<file path="src/rtl/hd6309_clkgen.sv">
// E/Q quadrature clock generator for the hd6309e core, with MRDY stretching of
// E-high and a post-reset hold of the core's nRESET for a fixed number of E cycles.
`timescale 1ns/1ps
module hd6309_clkgen #(
  parameter int unsigned CLK_DIV     = 1,
  parameter int unsigned RST_ECYCLES = 16,
  parameter int unsigned MAX_STRETCH = 4
) (
  input  logic CLK,
  input  logic nRESET,
  input  logic MRDY,
  output logic E,
  output logic Q,
  output logic nCPURESET,
  output logic E_RISE,
  output logic E_FALL,
  output logic STRETCH
);

  // Phase encoding chosen so E = phase[1] and Q = phase[1]^phase[0];
  // the (E,Q) sequence 00,01,11,10 is Gray, so only one of them moves per step.
  localparam logic [1:0] PH0 = 2'd0;
  localparam logic [1:0] PH1 = 2'd1;
  localparam logic [1:0] PH2 = 2'd2;
  localparam logic [1:0] PH3 = 2'd3;

  localparam logic [7:0] QLAST = 8'(CLK_DIV - 1);
  localparam logic [3:0] SMAX  = 4'(MAX_STRETCH);
  localparam logic [7:0] RLAST = 8'(RST_ECYCLES - 1);

  logic [1:0] sync_q;
  logic [1:0] phase_q, phase_d;
  logic [7:0] qcnt_q, qcnt_d;
  logic [3:0] scnt_q, scnt_d;
  logic [7:0] rcnt_q, rcnt_d;
  logic       e_q, e_d;
  logic       q_q, q_d;
  logic       ncpu_q, ncpu_d;
  logic       rise_q, rise_d;
  logic       fall_q, fall_d;
  logic       str_q, str_d;

  logic run;
  logic qlast;
  logic stretch_ok;

  always_ff @(posedge CLK or negedge nRESET) begin
    if (!nRESET) begin
      sync_q <= 2'b00;
    end else begin
      sync_q <= {sync_q[0], 1'b1};
    end
  end

  assign run        = sync_q[1];
  assign qlast      = (qcnt_q == QLAST);
  // The core is never stretched while it is still being held in reset.
  assign stretch_ok = ncpu_q && !MRDY && (scnt_q < SMAX);

  always_comb begin
    phase_d = phase_q;
    qcnt_d  = qcnt_q;
    scnt_d  = scnt_q;
    rcnt_d  = rcnt_q;
    ncpu_d  = ncpu_q;
    str_d   = str_q;
    rise_d  = 1'b0;
    fall_d  = 1'b0;
    if (run) begin
      if (!qlast) begin
        qcnt_d = qcnt_q + 8'd1;
      end else begin
        qcnt_d = 8'd0;
        case (phase_q)
          PH0: phase_d = PH1;
          PH1: begin
            phase_d = PH2;
            rise_d  = 1'b1;
          end
          PH2: phase_d = PH3;
          default: begin
            if (stretch_ok) begin
              scnt_d = scnt_q + 4'd1;
              str_d  = 1'b1;
            end else begin
              phase_d = PH0;
              scnt_d  = 4'd0;
              str_d   = 1'b0;
              fall_d  = 1'b1;
              if (!ncpu_q) begin
                rcnt_d = rcnt_q + 8'd1;
                if (rcnt_q == RLAST) begin
                  ncpu_d = 1'b1;
                end
              end
            end
          end
        endcase
      end
    end
    e_d = phase_d[1];
    q_d = phase_d[1] ^ phase_d[0];
  end

  always_ff @(posedge CLK or negedge nRESET) begin
    if (!nRESET) begin
      phase_q <= PH0;
      qcnt_q  <= 8'd0;
      scnt_q  <= 4'd0;
      rcnt_q  <= 8'd0;
      e_q     <= 1'b0;
      q_q     <= 1'b0;
      ncpu_q  <= 1'b0;
      rise_q  <= 1'b0;
      fall_q  <= 1'b0;
      str_q   <= 1'b0;
    end else begin
      phase_q <= phase_d;
      qcnt_q  <= qcnt_d;
      scnt_q  <= scnt_d;
      rcnt_q  <= rcnt_d;
      e_q     <= e_d;
      q_q     <= q_d;
      ncpu_q  <= ncpu_d;
      rise_q  <= rise_d;
      fall_q  <= fall_d;
      str_q   <= str_d;
    end
  end

  assign E         = e_q;
  assign Q         = q_q;
  assign nCPURESET = ncpu_q;
  assign E_RISE    = rise_q;
  assign E_FALL    = fall_q;
  assign STRETCH   = str_q;

endmodule

</file>
<file path="config.mk">
export PLATFORM = sky130hd
export DESIGN_NAME = hd6309_clkgen
export DESIGN_NICKNAME = d
export VERILOG_FILES = /design/src/rtl/hd6309_clkgen.sv
export SDC_FILE = /design/constraint.sdc
export NUM_CORES = 1
export LEC_CHECK = 0
export ABC_AREA = 1
export BUFFER_PORTS_ARGS = -buffer_cell sky130_fd_sc_hd__buf_2
export CAP_MARGIN = 10
export CELL_PAD_IN_SITES_DETAIL_PLACEMENT = 1
export CELL_PAD_IN_SITES_GLOBAL_PLACEMENT = 2
export CORE_AREA = 2 2 61 91
export DETAILED_ROUTE_END_ITERATION = 10
export DIE_AREA = 0 0 63 93
export GPL_TIMING_DRIVEN = 0
export PLACE_DENSITY = 0.66
export REMOVE_ABC_BUFFERS = 1
export SLEW_MARGIN = 10
export SYNTH_ARGS = -nofsm -noshare
export SYNTH_HDL_FRONTEND = slang
export SYNTH_SLANG_ARGS = --single-unit
</file>
<file path="constraint.sdc">
create_clock -name CLK -period 1.64 [get_ports CLK]
set_input_delay 0.328 -clock CLK [delete_from_list [all_inputs] [get_ports CLK]]
set_output_delay 0.328 -clock CLK [all_outputs]
set_load 0.01 [all_outputs]
</file>
==> impl_metrics.tcl <==
set metrics [dict create \
    r2r_setup_slack_ns 0.12 \
    globalRoute.totalOverflow 0 \
    clkTransAtPathRegs_ns 0.06 \
    cts_tree "done" \
    grt_max_degree 30 \
    critPathCaptureType "flip-flop" \
    via_per_inst 4.45 \
    drtPass1Iterations 2 \
    cp_max_fo 8 \
    chipHeight_um 93 \
    clk_latency_ns 0.28 \
    final_layout_size_suffix_gt1_frac 0.236 \
    min_period_over_period 0.926 \
    grt_antenna_before_repair 0 \
    startpoint "qcnt_q[0]" \
    fp-row-count 32 \
    use_met1 0.110 \
    wl_um 2910 \
    powerDensity_nw_per_um2 1100 \
    crit_required_ns 1.81 \
    grt_pass1_vias 1165 \
    r2r-start "qcnt_q[0]" \
    slew_headroom 0.538 \
    root_buffer "clkbuf_8" \
    hold_path.class "in2async" \
    diodes 0 \
    yosysSeqAreaShare 0.492 \
    hold_violations 0 \
    cts_buffer_depth 2 \
    maxCapViolCount 0 \
    outcome "complete, no violations" \
    max_stage_delay_ns 0.40 \
    layout_commonest_cell "dfrtp_1" \
    final_core_util 0.333 \
    ir_drop_uv 410 \
    h-tree-depth 2 \
    synth.distinct_cells 31 \
    portBuffers 8 \
    gp_congestion 0.714 \
    setup_viol 0 \
    dpl.hpwl_um 2140 \
    die-area_um2 5860 \
    avgSynthCellArea_um2 9.89 \
    top_usage_layer "met2" \
    grt_pass1_wl_um 5140 \
    synth-seq-cells 29 \
    core_area_um2 5080 \
    pin_count 9 \
    num_vias 1038 \
    rsz0062_at_grt "false" \
    die_w_um 63 \
    syn_inst 149 \
    grt_usage 0.114 \
    syn_area_um2 1470 \
    cp_slowest_cell "dfrtp_1" \
    start_util 0.290 \
    setup_tns_ns 0 \
    grt_use_met3 0.0325 \
    mostFrequentLayoutCells "28 x dfrtp_1, 25 x nand2_1, 19 x inv_1" \
    wl_per_cell_um 12.5 \
    cts_sinks 29 \
    worstSetupStartpointType "flip-flop" \
    route.detailed.drc 0 \
    grt_use_met2 0.217 \
    ant_nets 0 \
    layout.nets 175 \
    critPathArrivalTime_ns 1.69 \
    path_cells "inv_1 -> ha_2 -> nand2_2 -> nor2_8 -> nand2_4 -> nor2_8 -> nand2_4 -> o21a_1" \
    drt-initial-drc-count 23 \
    crit_type "reg2reg" \
    p_leak_nw 0.852 \
    max_freq_ghz 0.658 \
    slew_viol_final 0 \
    skew_ns 0.00603 \
    r2r_cells 8 \
    cts_inserted_buffers 5 \
    ys_warn_count 0 \
    worst_pin_slew_ns 0.693 \
    min_period_ns 1.52 \
    areaGrowthSynthToFinish_pct 15.0 \
]
[kinds of logic after synthesis]
family / share of synthesized area
DFF: 0.492
other: 0.00254
adders and majority gates: 0.0679
and+or+nand+nor: 0.250
AOI/OAI and AO/OA: 0.0611
buffers and inverters: 0.0603
xor gates and xnor gates: 0.0654
[registers in the layout (all words and copies together), names as in the netlist]
| register | count |
|---|---|
| phase_q | 1 |
| E_RISE | 1 |
| STRETCH | 1 |
| sync_q | 2 |
| E | 1 |
| scnt_q | 4 |
| Q | 1 |
| rcnt_q | 8 |
| nCPURESET | 1 |
| qcnt_q | 8 |
| E_FALL | 1 |
[worst paths after layout]
kind                              to
min in group CLK           sync_q[1]
max in group asynchronous  sync_q[1]
min reg2reg                sync_q[1]
max reg2reg                  STRETCH
max                          STRETCH
min                        rcnt_q[4]
[layout make-up]
cell class / instances / area [µm²]
clock inverter: 2 / 10.0
sequential: 29 / 727
timing repair buffer: 8 / 40.0
clock buffer: 6 / 72.6
fill: 602 / 3390
tap: 68 / 85.1
multi-input combinational: 99 / 677
inverter: 21 / 83.8
[layer usage]
layer	wire (µm)	vias to the layer above
li1	-	497
met1	1110	525
met2	1640	10
met3	100	6
met4	59	0
met5	0	-
[Yosys cell counts, drive strengths merged]
| cell | instances | area share |
|---|---|---|
| conb | 1 | 0.0025 |
| a22o | 2 | 0.012 |
| nand4 | 4 | 0.027 |
| clkinv | 1 | 0.0059 |
| dfrtp | 29 | 0.49 |
| o21a | 1 | 0.0051 |
| xnor2 | 5 | 0.030 |
| nand3 | 10 | 0.037 |
| nor2 | 16 | 0.071 |
| nor3b | 1 | 0.0051 |
| o21ai | 7 | 0.031 |
| xor2 | 6 | 0.036 |
| nand3b | 1 | 0.0051 |
| and3 | 1 | 0.0042 |
| nand2 | 30 | 0.092 |
| a21oi | 3 | 0.013 |
| inv | 20 | 0.051 |
| ha | 8 | 0.068 |
| buf | 1 | 0.0034 |
| or2 | 2 | 0.0085 |
[critical path: cells and delay by family (launching register included)]
family,cells,cell delay (ns)
compound gates,1,0.10
simple gates,5,0.60
buf+inv,1,0.11
flops,1,0.40
fa+ha+maj,1,0.20
[per-stage QoR]
step	power (mW)	setup slack (ns)	cell area (µm²)	instances	hold WS, ns
floorplan	1.17	0.283	1470	148	0.0324
global placement	1.29	0.103	1590	224	0.334
detailed placement	1.32	0.0669	1590	224	0.345
CTS	1.90	0.0546	1680	232	0.109
global route	2.00	0.0122	1700	233	0.138
finish	1.86	0.121	1700	233	0.0944
[where the power goes]
part,switching (mW),total [mW],internal (mW),leakage [nW]
Sequential,0.0692,0.874,0.805,0.383
Combinational,0.253,0.428,0.175,0.424
Clock,0.268,0.561,0.293,0.0450
[repair_timing]
item,in CTS,in global routing
endpoints found under the setup margin,0,10
buffers inserted,0,0
hold buffers,0,0
gates resized for setup,0,3
Note: power is estimated with default switching activity, not from simulation.
